**src/rtl/alu_arbiter_pkg.sv**
```systemverilog
// alu_arbiter_pkg: shared ALU types (word, opcode, captured result) for the arbiter slice.
package alu_arbiter_pkg;
    localparam int WORD_W = 32;
    typedef logic [WORD_W-1:0] word_t;
    typedef enum logic [3:0] {
        ALU_ADD = 4'd0,
        ALU_SUB = 4'd1,
        ALU_AND = 4'd2,
        ALU_OR  = 4'd3,
        ALU_XOR = 4'd4,
        ALU_SLL = 4'd5,
        ALU_SRL = 4'd6,
        ALU_SRA = 4'd7
    } aluop_t;
    typedef struct packed {
        word_t port_out;
        logic  negative;
        logic  overflow;
        logic  zero;
    } alu_result_t;
endpackage

```
**src/rtl/alu_arbiter_if.sv**
```systemverilog
// alu_arbiter_if: requester-side and ALU-side bus of the shared-ALU arbiter.
// master: requesters plus the ALU (drive req/operands and ALU results, observe gnt/done/result/busy).
// slave : the arbiter (drives gnt/done/result/busy and the ALU operand lines).
interface alu_arbiter_if #(parameter int NREQ = 2);
    import alu_arbiter_pkg::*;
    logic [NREQ-1:0]         req;
    aluop_t [NREQ-1:0]       req_aluop;
    word_t [NREQ-1:0]        req_port_a;
    word_t [NREQ-1:0]        req_port_b;
    logic [NREQ-1:0]         gnt;
    logic [NREQ-1:0]         done;
    alu_result_t [NREQ-1:0]  result;
    logic                    busy;
    aluop_t                  alu_aluop;
    word_t                   alu_port_a;
    word_t                   alu_port_b;
    word_t                   alu_port_out;
    logic                    alu_negative;
    logic                    alu_overflow;
    logic                    alu_zero;
    modport master (
        output req, req_aluop, req_port_a, req_port_b,
        output alu_port_out, alu_negative, alu_overflow, alu_zero,
        input  gnt, done, result, busy, alu_aluop, alu_port_a, alu_port_b
    );
    modport slave (
        input  req, req_aluop, req_port_a, req_port_b,
        input  alu_port_out, alu_negative, alu_overflow, alu_zero,
        output gnt, done, result, busy, alu_aluop, alu_port_a, alu_port_b
    );
endinterface

```
**src/rtl/alu_arbiter_rr_picker.sv**
```systemverilog
// alu_arbiter_rr_picker: combinational round-robin select, first eligible at or after the pointer.
// Ports: i_elig eligible mask, i_ptr starting index; o_valid any eligible, o_idx winner index.
module alu_arbiter_rr_picker #(
    parameter int NREQ = 2,
    parameter int PTRW = (NREQ > 1) ? $clog2(NREQ) : 1
) (
    input  logic [NREQ-1:0] i_elig,
    input  logic [PTRW-1:0] i_ptr,
    output logic            o_valid,
    output logic [PTRW-1:0] o_idx
);
    // Scan offsets from farthest to nearest so the nearest eligible one wins.
    always_comb begin
        o_valid = 1'b0;
        o_idx   = '0;
        for (int k = NREQ - 1; k >= 0; k--) begin
            if (i_elig[PTRW'((int'(i_ptr) + k) % NREQ)]) begin
                o_valid = 1'b1;
                o_idx   = PTRW'((int'(i_ptr) + k) % NREQ);
            end
        end
    end
endmodule

```
**src/rtl/alu_arbiter.sv**
```systemverilog
// alu_arbiter: round-robin issue sequencer sharing one combinational ALU among NREQ requesters.
// Ports: i_clk clock, i_rst async active-high reset, io_bus requester/ALU bus (slave side).
module alu_arbiter
    import alu_arbiter_pkg::*;
#(
    parameter int NREQ = 2,
    parameter int PTRW = (NREQ > 1) ? $clog2(NREQ) : 1
) (
    input  logic         i_clk,
    input  logic         i_rst,
    alu_arbiter_if.slave io_bus
);
    logic [PTRW-1:0]        r_ptr;
    logic                   r_valid;
    logic [PTRW-1:0]        r_id;
    aluop_t                 r_op;
    word_t                  r_a;
    word_t                  r_b;
    logic [NREQ-1:0]        r_inflight;
    logic [NREQ-1:0]        r_gnt;
    logic [NREQ-1:0]        r_done;
    alu_result_t [NREQ-1:0] r_result;
    logic [NREQ-1:0]        w_elig;
    logic                   w_win_valid;
    logic [PTRW-1:0]        w_win;
    logic [NREQ-1:0]        w_win_oh;

    assign w_elig   = io_bus.req & ~r_inflight;
    assign w_win_oh = w_win_valid ? (NREQ'(1) << w_win) : '0;

    alu_arbiter_rr_picker #(.NREQ(NREQ), .PTRW(PTRW)) u_pick (
        .i_elig  (w_elig),
        .i_ptr   (r_ptr),
        .o_valid (w_win_valid),
        .o_idx   (w_win)
    );

    always_ff @(posedge i_clk or posedge i_rst) begin
        if (i_rst) begin
            r_ptr      <= '0;
            r_valid    <= 1'b0;
            r_id       <= '0;
            r_op       <= ALU_ADD;
            r_a        <= '0;
            r_b        <= '0;
            r_inflight <= '0;
            r_gnt      <= '0;
            r_done     <= '0;
            r_result   <= '0;
        end else begin
            r_valid <= w_win_valid;
            r_gnt   <= w_win_oh;
            r_done  <= r_valid ? (NREQ'(1) << r_id) : '0;
            // A done bit ends the cycle it is high in, releasing its requester on that edge.
            r_inflight <= (r_inflight & ~r_done) | w_win_oh;
            if (w_win_valid) begin
                r_id  <= w_win;
                r_op  <= io_bus.req_aluop[w_win];
                r_a   <= io_bus.req_port_a[w_win];
                r_b   <= io_bus.req_port_b[w_win];
                r_ptr <= (w_win == PTRW'(NREQ - 1)) ? '0 : w_win + 1'b1;
            end
            if (r_valid)
                r_result[r_id] <= {io_bus.alu_port_out, io_bus.alu_negative,
                                   io_bus.alu_overflow, io_bus.alu_zero};
        end
    end

    assign io_bus.gnt        = r_gnt;
    assign io_bus.done       = r_done;
    assign io_bus.result     = r_result;
    assign io_bus.busy       = r_valid;
    assign io_bus.alu_aluop  = r_op;
    assign io_bus.alu_port_a = r_a;
    assign io_bus.alu_port_b = r_b;
endmodule

```
**src/flat_wrapper.sv**
```systemverilog
// flat-port wrapper written by rule: the top's interface ports become plain ports
module alu_arbiter_flat import alu_arbiter_pkg::*;
#(
    parameter int NREQ = 2,
    parameter int PTRW = (NREQ > 1) ? $clog2(NREQ) : 1
)
  (i_clk, i_rst, io_bus_req, io_bus_req_aluop, io_bus_req_port_a, io_bus_req_port_b, io_bus_alu_port_out, io_bus_alu_negative, io_bus_alu_overflow, io_bus_alu_zero, io_bus_gnt, io_bus_done, io_bus_result, io_bus_busy, io_bus_alu_aluop, io_bus_alu_port_a, io_bus_alu_port_b);
  alu_arbiter_if #(.NREQ(NREQ)) io_bus_i ();
  input  logic i_clk;
  input  logic i_rst;
  input wire logic [$bits(io_bus_i.req)-1:0] io_bus_req;
  input wire logic [$bits(io_bus_i.req_aluop)-1:0] io_bus_req_aluop;
  input wire logic [$bits(io_bus_i.req_port_a)-1:0] io_bus_req_port_a;
  input wire logic [$bits(io_bus_i.req_port_b)-1:0] io_bus_req_port_b;
  input wire logic [$bits(io_bus_i.alu_port_out)-1:0] io_bus_alu_port_out;
  input wire logic [$bits(io_bus_i.alu_negative)-1:0] io_bus_alu_negative;
  input wire logic [$bits(io_bus_i.alu_overflow)-1:0] io_bus_alu_overflow;
  input wire logic [$bits(io_bus_i.alu_zero)-1:0] io_bus_alu_zero;
  output wire logic [$bits(io_bus_i.gnt)-1:0] io_bus_gnt;
  output wire logic [$bits(io_bus_i.done)-1:0] io_bus_done;
  output wire logic [$bits(io_bus_i.result)-1:0] io_bus_result;
  output wire logic [$bits(io_bus_i.busy)-1:0] io_bus_busy;
  output wire logic [$bits(io_bus_i.alu_aluop)-1:0] io_bus_alu_aluop;
  output wire logic [$bits(io_bus_i.alu_port_a)-1:0] io_bus_alu_port_a;
  output wire logic [$bits(io_bus_i.alu_port_b)-1:0] io_bus_alu_port_b;
  assign io_bus_i.req = io_bus_req;
  assign io_bus_i.req_aluop = io_bus_req_aluop;
  assign io_bus_i.req_port_a = io_bus_req_port_a;
  assign io_bus_i.req_port_b = io_bus_req_port_b;
  assign io_bus_i.alu_port_out = io_bus_alu_port_out;
  assign io_bus_i.alu_negative = io_bus_alu_negative;
  assign io_bus_i.alu_overflow = io_bus_alu_overflow;
  assign io_bus_i.alu_zero = io_bus_alu_zero;
  assign io_bus_gnt = io_bus_i.gnt;
  assign io_bus_done = io_bus_i.done;
  assign io_bus_result = io_bus_i.result;
  assign io_bus_busy = io_bus_i.busy;
  assign io_bus_alu_aluop = io_bus_i.alu_aluop;
  assign io_bus_alu_port_a = io_bus_i.alu_port_a;
  assign io_bus_alu_port_b = io_bus_i.alu_port_b;
  alu_arbiter #(.NREQ(NREQ), .PTRW(PTRW)) u_core (.i_clk(i_clk), .i_rst(i_rst), .io_bus(io_bus_i));
endmodule
```
**config.mk**
```make
export PLATFORM = sky130hd
export DESIGN_NAME = alu_arbiter_flat
export DESIGN_NICKNAME = d
export VERILOG_FILES = /design/src/rtl/alu_arbiter_pkg.sv /design/src/rtl/alu_arbiter_if.sv /design/src/rtl/alu_arbiter_rr_picker.sv /design/src/rtl/alu_arbiter.sv /design/src/flat_wrapper.sv
export SDC_FILE = /design/constraint.sdc
export NUM_CORES = 1
export LEC_CHECK = 0
export ABC_AREA = 1
export CAP_MARGIN = 5
export CORE_ASPECT_RATIO = 0.7
export CORE_MARGIN = 1
export CORE_UTILIZATION = 39
export DETAILED_ROUTE_END_ITERATION = 10
export PLACE_DENSITY = 0.78
export SLEW_MARGIN = 30
export SYNTH_ARGS = -nofsm -noshare
export SYNTH_HDL_FRONTEND = slang
export SYNTH_SLANG_ARGS = --single-unit
```
**constraint.sdc**
```tcl
create_clock -name i_clk -period 6.1 [get_ports i_clk]
set_input_delay 1.22 -clock i_clk [delete_from_list [all_inputs] [get_ports i_clk]]
set_output_delay 1.22 -clock i_clk [all_outputs]
set_load 0.02 [all_outputs]
```
==> results list <==
- The flow ran to the end, and the final reports show no timing, DRC or antenna violations.
- Final Skew: ~0.010 ns
- Critical Path Start Type: register
- Crit. Startpoint: u_core.io_bus.busy$_DFF_PP0_
* Vias in the first global route: around 5.9k
- Standard cell with the maximum stage delay on the critical path: sky130_fd_sc_hd__clkdlybuf4s50_1
- Setup repair after global routing left no endpoint under its margin.
- Number of buffers added by the clock tree synthesis step: 17
- Setup violations remaining at the end of the flow were counted as 0.
- Summed over all failing endpoints, the final setup total negative slack is 0 ns.
- Yosys warning count: 0
- Yosys reg bits: roughly 150
* Starting density of the core: 40.2%
- The first detailed-routing pass ran for 6 iterations.
- The HPWL after detailed placement is ~13 mm.
* Switching power: 521 uW
- Of the total power, registers draw 44.3%.
- The number of hold buffers added after CTS was 0.
- Routability-driven placement finished with a final weighted congestion of ~0.74.
- Most common library cell in the layout ignoring fill and taps: sky130_fd_sc_hd__clkdlybuf4s50_1
- Total number of nets in the final design: around 1.1k
* Cell at the root of the clock tree: sky130_fd_sc_hd__clkbuf_16
* Remaining routing DRC violations: 0
- At the end of the flow the core is filled with cells to 64.1%.
- Maximum buffer depth of the clock tree: 2
* Critical Path Sink Type: output pin
- Post-CTS sizing: 0
- Clock network fraction of total power: 48.7%
- After filler insertion, the fill cell instance count of the layout stands at 1299.
- After synthesis the cells add up to ~6300 um^2.
- The detail route stage leaves a number of antenna-violating nets equal to 0.
* Post-CTS setup repair buffer count: 0
- Antenna violations before repair: 0
- Number of standard cells after synthesis: between 600 and 700
* Setup Slack @ Placement: 3.07 ns
- Across every metal layer, demand over resource in global routing totals around a quarter.
- Type of the worst setup path: reg2out
* Antenna cell count: 0
* Data required time of the worst path: 4.88 ns
- Largest delay contributor family on the critical path: buffers and inverters
* Chip height: 108 um
* DR iter-0 viols: about 500
- Of the available clock period, the critical path in the final layout requires 45.6%.
- In this run the worst path has a maximum fanout of 3.
- The worst register-to-register path begins at u_core.r_ptr$_DFFE_PP0N_.
- Entering global routing, the biggest net connects 111 pins.
- CTS built an H-tree with a depth of 4.
- The floorplan step defined a die boundary enclosing 16600 um^2.
* Number of pins with negative max-slew slack in the final report: 0
- Power density relative to cell area: 219 nW/um^2
- The clock drives 146 sinks.
- Subtracting the final worst setup slack from the clock period gives between 2 and 3 ns.
* Global route overflow: 0
- Pint: 1660 uW
- Final Hold Fails: 0
* Global-route wire length before repair: 31.7 mm
* Commonest cells after routing, fill and taps aside: sky130_fd_sc_hd__clkdlybuf4s50_1, sky130_fd_sc_hd__dfrtp_1, sky130_fd_sc_hd__nand2_1, sky130_fd_sc_hd__nand4_1, sky130_fd_sc_hd__o21ai_0
- Via count: around 6k
- Area growth syn-to-layout: 59.3%
* Core region area: about 16000 um^2
- Buffering stage count on the worst path with inverters included: 1
* Fraction of layout instances using a drive strength above 1: 4.78%
* Net count after synthesis: 851
- Hold Path Class: reg2reg
- Slew margin rel.: a little over a third
* Fraction of power spent switching nets: 23.8%
* VDD IR-drop max: 0.000162 V
* Fmax achieved: 359 MHz
- Storage element area: 3650 um^2
* Clock latency of the later-clocked register in the worst-skew pair: slightly above 0.4 ns
* Beginning of the worst hold path: u_core.io_bus.done[0]$_DFF_PP0_
* Std-Cell Rows: 38
- Delay of the slowest cell on the worst path: about 0.7 ns
* Slack of the critical path: around 3.3 ns
* Area occupied by multi-input gates: approximately 2100 um^2
* Transition time at the pin with the least slew margin: 0.950 ns
* Total Wirelength: just over 20 mm
- # Max-Cap Violations: 0
- 318 I/O pins were placed.
- Routed length per placed instance: 17.4 um
* Clock tree from TritonCTS: built
- Static leakage: 0.00459 uW
* Detail-routed via count per cell: 5.26
- Distinct cell type count of the synthesized netlist: 19
- Number of buffers added on ports: 316
- Die Width: 154 um
- Dividing the synthesized area by the synthesized cell count gives just over 9 um^2.
- Cell Chain, Critical Path: clkdlybuf4s50_1
- Combinational share of power: 7.0%
- STA puts the critical path data arrival time at ~1.6 ns.
* Clock slew seen by the registers of the worst setup and hold paths: approximately 0.060 ns
- After synthesis, flip-flops and latches occupy 58.2% of the total area.
path summary, 6_finish.rpt:
| check | cells after the start | to | slack (ns) |
|---|---|---|---|
| min reg2reg | 1 | u_core.r_inflight[0]$_DFF_PP0_ | 0.45 |
| max in group asynchronous | 3 | u_core.io_bus.alu_port_a[5]$_DFFE_PP0N_ | 3.70 |
| min in group asynchronous | 2 | u_core.io_bus.result[27]$_DFFE_PP0P_ | 1.35 |
| max reg2reg | 4 | u_core.io_bus.alu_port_b[22]$_DFFE_PP0N_ | 3.88 |
| min | 1 | u_core.r_inflight[0]$_DFF_PP0_ | 0.45 |
| max | 1 | io_bus_busy | 3.32 |
per-layer routing:
metal / wire length, um / track usage, % / share of wire (%) / vias up
met3: 1770 / 9.22 / 8.8 / 18
met2: 9860 / 40.6 / 49 / 231
met1: 8380 / 29.9 / 41 / 2948
li1: - / - / - / 2911
met5: 0 / 0 / 0 / -
met4: 240 / 5.79 / 1.2 / 0
flip-flops by register name, indices dropped and copies added (netlist names):
register / count
u_core.io_bus.gnt: 2
u_core.r_ptr: 1
u_core.r_inflight: 1
u_core.io_bus.done: 2
u_core.io_bus.alu_port_b: 32
u_core.io_bus.busy: 1
u_core.r_id: 1
u_core.io_bus.alu_aluop: 4
u_core.io_bus.alu_port_a: 32
u_core.io_bus.result: 70
power groups by stage:
stage / combinational, uW / sequential, uW / clock [uW]
4_1_cts: 154 / 968 / 1080
5_1_grt: 166 / 967 / 1130
6_report: 153 / 968 / 1070
3_3_place_gp: 151 / 986 / 0
3_5_place_dp: 153 / 986 / 0
2_1_floorplan: 32.8 / 986 / 0
synth_stat cells:
cell type / number / share of area [%]
sky130_fd_sc_hd__dfrtp_1: 146 / 58
sky130_fd_sc_hd__clkbuf_1: 5 / 0.30
sky130_fd_sc_hd__inv_2: 2 / 0.12
sky130_fd_sc_hd__buf_6: 2 / 0.36
sky130_fd_sc_hd__nand2_1: 141 / 8.4
sky130_fd_sc_hd__nand2_2: 1 / 0.10
sky130_fd_sc_hd__buf_2: 54 / 4.3
sky130_fd_sc_hd__buf_4: 4 / 0.48
sky130_fd_sc_hd__nor2_2: 1 / 0.10
sky130_fd_sc_hd__a21oi_1: 1 / 0.080
sky130_fd_sc_hd__nor2_1: 1 / 0.060
sky130_fd_sc_hd__inv_1: 40 / 2.4
sky130_fd_sc_hd__o21ai_0: 70 / 5.6
sky130_fd_sc_hd__o21ai_1: 1 / 0.080
sky130_fd_sc_hd__nand3_1: 68 / 5.4
sky130_fd_sc_hd__clkbuf_2: 1 / 0.080
sky130_fd_sc_hd__nand2_4: 1 / 0.18
sky130_fd_sc_hd__inv_4: 1 / 0.10
sky130_fd_sc_hd__nand4_1: 136 / 14
cells by family after synthesis:
| kind of cell | Yosys count | synth area share (%) |
|---|---|---|
| AO/OA/AOI/OAI | 72 | 5.74 |
| buffers and inverters | 109 | 8.14 |
| flip-flops | 146 | 58.2 |
| AND/OR/NAND/NOR | 349 | 27.9 |
final cells by class:
class                      count  area share, %
sequential                   146           36.6
tap                          200           2.51
clock inverter                14           1.60
clock buffer                  18           4.40
inverter                      43           1.74
multi-input combinational    421           21.2
timing repair buffer         320           31.9
per-stage QoR:
step / total power, uW / cells / hold WS (ns) / area (um^2)
2_1_floorplan: 1020 / 676 / 0.517 / 6270
3_3_place_gp: 1140 / 1130 / 0.427 / 9380
3_5_place_dp: 1140 / 1130 / 0.437 / 9390
6_report: 2190 / 1162 / 0.455 / 9990
4_1_cts: 2210 / 1162 / 0.453 / 9990
5_1_grt: 2260 / 1162 / 0.481 / 9990
Power figures use the tool's default switching activity.
==> RTL edit 1 (same settings) <==
Set the package constant `WORD_W` to 36 (it was 32).
--- a/src/rtl/alu_arbiter_pkg.sv
+++ b/src/rtl/alu_arbiter_pkg.sv
@@ -2,3 +2,3 @@
 package alu_arbiter_pkg;
-    localparam int WORD_W = 32;
+    localparam int WORD_W = 36;
     typedef logic [WORD_W-1:0] word_t;
Interface: changed (6 resized); port bits go from 318 to 354. The function was not compared with the original's and may differ.
==> RTL edit 1 against the original RTL <==
Maximum frequency rose by 3.3%; sequential cell count rose by 16; routed wire length rose by 12%; first-iteration DRC count rose by 24%; clock power rose by 7%; cell area rose by 11%; total power rose by 9.0%; largest cell class unchanged; global-route usage rose by 0.49 points; worst setup slack improved by 88 ps; area after synthesis rose by 12%; highest routed layer unchanged.
==> RTL edit 1: results (changes against the original RTL) <==
RUN_STATUS='finished clean'
TRACK_USAGE_PCT=24.8  # +0.49 points
DR.PASS1.ITERS=7  # +1
AVERAGE_INSTANCE_AREA_AFTER_SYNTHESIS_SQ_UM=9.35  # +0.74%
POWER.DENSITY_CELL_AREA_mW_PER_MM2=215  # -1.8%
CLOCK_SLEW_AT_REPORTED_PATH_FFS_PS=60  # about the same
R2R-END='u_core.io_bus.alu_port_a[31]$_DFFE_PP0N_'
SYNTH_CELL_TYPE_COUNT=18  # -1
PERIOD_SHARE_PCT=44.2  # -1.4 points
LEAKAGEPOWER_nW=5.06  # +10%
TIMING.REG2REG.WORST_PATH_DEPTH=5  # +1
ANTENNA_FOUND_INITIAL=2  # +2
VDD.IR_DROP.WORST_V=0.000117  # -28%
REPORTED_NET_SWITCHING_POWER_uW=539  # +3.5%
WIRE_LENGTH_REPORTED_BY_THE_DETAILED_ROUTER_MM=22.8  # +12%
YS_TOP_CELLS_BY_COUNT='sky130_fd_sc_hd__dfrtp_1 (162), sky130_fd_sc_hd__nand2_1 (156), sky130_fd_sc_hd__nand4_1 (152)'
YOSYS.AREA_SHARE.XOR_XNOR_PCT=0  # unchanged
CRITPATHMAXSTAGEDELAY_PS=660  # -50 ps
SEQ_AREA_FRAC_SYNTH_PCT=57.7  # -0.58 points
PWR-SHARE-CLK_PCT=47.8  # -0.9 points
HOLD_SLACK_PS=459  # +4.00 ps
SYNTH_AREA_LEADERS='sky130_fd_sc_hd__dfrtp_1 (58%), sky130_fd_sc_hd__nand4_1 (14%), sky130_fd_sc_hd__nand2_1 (8.3%), sky130_fd_sc_hd__nand3_1 (5.4%), sky130_fd_sc_hd__o21ai_0 (4.5%)'
POWER_SHARE_OF_THE_COMBINATIONAL_GROUP_PCT=7.2  # +0.2 points
FRACTION_OF_THE_MAPPED_NETLIST_AREA_IN_COMPOUND_GATES_PCT=5.70  # -0.049 points
VIAS_POST_DR=6845  # +12%
ROUTEDWLPERCELL_MICRONS=17.5  # +0.23%
ARRIVAL_PS=1470  # -90 ps
NUMBER_OF_BUFFERS_CREATED_BY_CTS=17  # unchanged
NUMBER_OF_NETS_PRODUCED_BY_SYNTHESIS=947  # +11%
PLACED_AREA_SQ_MM=0.0105  # +11%
MAX_REG_FLOPS=78  # +11%
DETAILEDPLACEMENTHPWL_MM=14.9  # +13%
DRIVE_GT1_SHARE_PCT=4.58  # -0.21 points
GLOBAL_ROUTE_WIRE_LENGTH_BEFORE_REPAIR_MM=35.5  # +12%
DETAILEDROUTE.FIRSTITERATIONVIOLATIONS=613  # +24%
WORST-R2R-SETUP-SLACK_PS=3550  # -330 ps
WORSTMARGINPINSLEW_PS=957  # +7.23 ps
FINALNETCOUNT=1253  # +11%
SKEW_PS=10.3  # -0.0701 ps
DETAILEDPLACE.WORSTSLACK_PS=3070  # +2.85 ps
==> RTL edit 1: cell types whose count changed after synthesis, sizes merged <==
cell,delta
buf,-2
clkbuf,+10
dfrtp,+16
inv,+4
nand2,+16
nand3,+8
nand4,+16
o21ai,+8
==> RTL edit 1: worst register-to-register path: cells and delay by family (launching register included) <==
family / cells / cell delay, ps
flip-flops: 1 / 340
buffers and inverters: 3 / 1790
AND/OR/NAND/NOR: 2 / 300
==> RTL edit 1: final cells by class <==
type | instances | area (sq um)
Antenna cell | 2 | 5.00
Clock buffer | 18 | 429
Clock inverter | 14 | 193
Fill cell | 1443 | 6320
Inverter | 47 | 186
Multi-Input combinational cell | 469 | 2340
Sequential cell | 162 | 4060
Tap cell | 231 | 289
Timing Repair Buffer | 361 | 3600
==> RTL edit 1: per-layer routing <==
metal  GRT usage (%)  up-vias  wire length [microns]
li1                -     3251                      -
met1            31.2     3282                   9220
met2            40.2      281                  11200
met3            7.03       31                   1910
met4            10.2        0                    429
met5               0        -                      0
==> RTL edit 2 (same flow settings) <==
Made on the original files. Make the reset (`i_rst`) synchronous in one clocked block. Comments in the files are not updated.
--- a/src/rtl/alu_arbiter.sv
+++ b/src/rtl/alu_arbiter.sv
@@ -37,3 +37,3 @@
 
-    always_ff @(posedge i_clk or posedge i_rst) begin
+    always_ff @(posedge i_clk) begin
         if (i_rst) begin
Function: differs if i_rst is asserted again (counterexample within 4 cycles, from zero or initial values and one cycle with i_rst high); with i_rst held inactive, the same outputs for 4 cycles.
==> RTL edit 2 against the original RTL <==
Cell area down 1.4%; sequential cell count stayed put; die area fell by 2.3%; first-iteration DRC count is 20% lower; routed wire length rose by 1.2%; worst setup slack gained 26 ps; area after synthesis fell by 2.3%; sequential share of layout area fell by 6.9 points; non-clock buffer count up 3; critical endpoint is now u_core.io_bus.result[26]$_SDFFE_PP0P_; largest cell class is now buffers.
Power is not compared: it rests on default switching activity, and its combinational part moved more than twofold at a synthesized area within 25%.
==> RTL edit 2: results (changes against the original RTL) <==
ARRIVAL_PS=3080  # +1520 ps
FINAL.FILL_COUNT=1352  # +4.1%
HOLD_VIO_CNT_FINAL=0  # unchanged
TRACK_USAGE_PCT=24.7  # +0.41 points
DRIVE_GT1_SHARE_PCT=4.41  # -0.37 points
SKEW_PS=10.7  # +0.304 ps
CRIT_PATH_MAX_FANOUT=82  # +79
SETUP.WORST_PATH.START='i_rst'
SYNTH_AREA_LEADERS='sky130_fd_sc_hd__dfxtp_1 (48%), sky130_fd_sc_hd__nor2_1 (17%), sky130_fd_sc_hd__nand2_1 (8.3%), sky130_fd_sc_hd__nand4_1 (8.1%), sky130_fd_sc_hd__o21ai_0 (5.8%)'
YS_TOP_CELLS_BY_COUNT='sky130_fd_sc_hd__nor2_1 (280), sky130_fd_sc_hd__dfxtp_1 (146), sky130_fd_sc_hd__nand2_1 (135)'
LEADING_REGISTER_CELL_TYPE_OUT_OF_SYNTHESIS='sky130_fd_sc_hd__dfxtp_1'
DRT-MET1-WL_MM=9.05  # +8.0%
ROUTE.MET3.WL_MM=1.32  # -25%
WORST-R2R-SETUP-SLACK_PS=3600  # -280 ps
WORSTMARGINPINSLEW_PS=869  # -81.4 ps
DETAILEDROUTE.FIRSTITERATIONVIOLATIONS=393  # -20%
DR.PASS1.ITERS=5  # -1
WIRE_LENGTH_REPORTED_BY_THE_DETAILED_ROUTER_MM=20.5  # +1.2%
RUN_STATUS='finished clean'
LENGTH_OF_ROUTED_MET2_WIRING_MM=9.59  # -2.7%
SEQ_AREA_FRAC_SYNTH_PCT=47.7  # -11 points
FINALNETCOUNT=1340  # +19%
WORSTREG2REGSTART='u_core.r_inflight[0]$_SDFF_PP0_'
SYNTH_CELL_TYPE_COUNT=21  # +2
DETAILEDPLACE.WORSTSLACK_PS=3000  # -67.7 ps
PERIOD_SHARE_PCT=45.2  # -0.43 points
PLACED_AREA_SQ_MM=0.00927  # -1.2%
GRT_START_MAX_NET_PINS=83  # -25%
VIAS_POST_DR=6689  # +9.5%
FIRST_GLOBAL_VIAS=6215  # +5.1%
GLOBAL_ROUTE_WIRE_LENGTH_BEFORE_REPAIR_MM=32.4  # +2.5%
DETAILEDPLACEMENTHPWL_MM=13.7  # +3.1%
NUMBER_OF_NETS_PRODUCED_BY_SYNTHESIS=1064  # +25%
## RTL edit 2: changes by cell type in the layout (fill, tap and decap cells not counted), sizes merged, moves of 2 or more
cell	change
nand2	-6
dfrtp	-146
nand4	-57
inv	+23
buf	+4
clkinv	+2
nand3	-34
dfxtp	+146
nor2	+280
a21oi	+2
## RTL edit 2: routing by layer
layer,vias up,global-route usage (%)
met2,245,40.7
met3,34,6.22
met4,0,8.79
met5,-,0
li1,3382,-
met1,3028,31.4
## RTL edit 2: worst paths after layout
path | endpoint | depth (start not counted)
worst max-delay path | u_core.io_bus.result[26]$_SDFFE_PP0P_ | 6
worst min register to register | u_core.io_bus.result[45]$_SDFFE_PP0P_ | 2
worst max register to register | u_core.io_bus.alu_port_a[15]$_SDFFE_PP0N_ | 7
worst min-delay path | u_core.io_bus.result[45]$_SDFFE_PP0P_ | 2
## RTL edit 2: worst reg2reg max path: stages (launching register included)
cell	delay (ps)
sky130_fd_sc_hd__dfxtp_1	320
sky130_fd_sc_hd__inv_2	80
sky130_fd_sc_hd__buf_4	670
sky130_fd_sc_hd__nand3_2	640
sky130_fd_sc_hd__buf_4	440
sky130_fd_sc_hd__nor2_1	160
sky130_fd_sc_hd__nor2_1	60
sky130_fd_sc_hd__nor2_1	70
## RTL edit 2: stage by stage
step	power, mW	hold slack (ps)	std cells
3_5_place_dp	1.64	470	1341
5_1_grt	2.76	508	1373
3_3_place_gp	1.64	462	1341
2_1_floorplan	1.35	531	889
4_1_cts	2.67	486	1373
6_report	2.64	481	1373
## RTL edit 2: cells by family (layout without fill, tap and decap cells)
logic type	Yosys count	after routing	share of synthesized area (%)
AND/OR/NAND/NOR	534	534	37.0
AO/OA/AOI/OAI	74	74	6.04
flip-flops	146	146	47.7
buffers and inverters	135	424	9.23
## RTL edit 2: layout make-up
class	count	area (sq um)	share of cell area, %
Timing Repair Buffer	323	3210	32.5
Sequential cell	146	2920	29.7
Tap cell	195	244	2.48
Multi-Input combinational cell	608	2640	26.8
Inverter	69	260	2.64
Clock buffer	18	429	4.36
Clock inverter	14	143	1.45
## RTL edit 2: power groups by stage
stage	combinational, mW	clock [mW]	sequential (mW)
finish	0.570	1.02	1.05
global route	0.617	1.08	1.06
CTS	0.573	1.04	1.05
detailed placement	0.570	0	1.07
global placement	0.566	0	1.07
floorplan	0.202	0	1.15
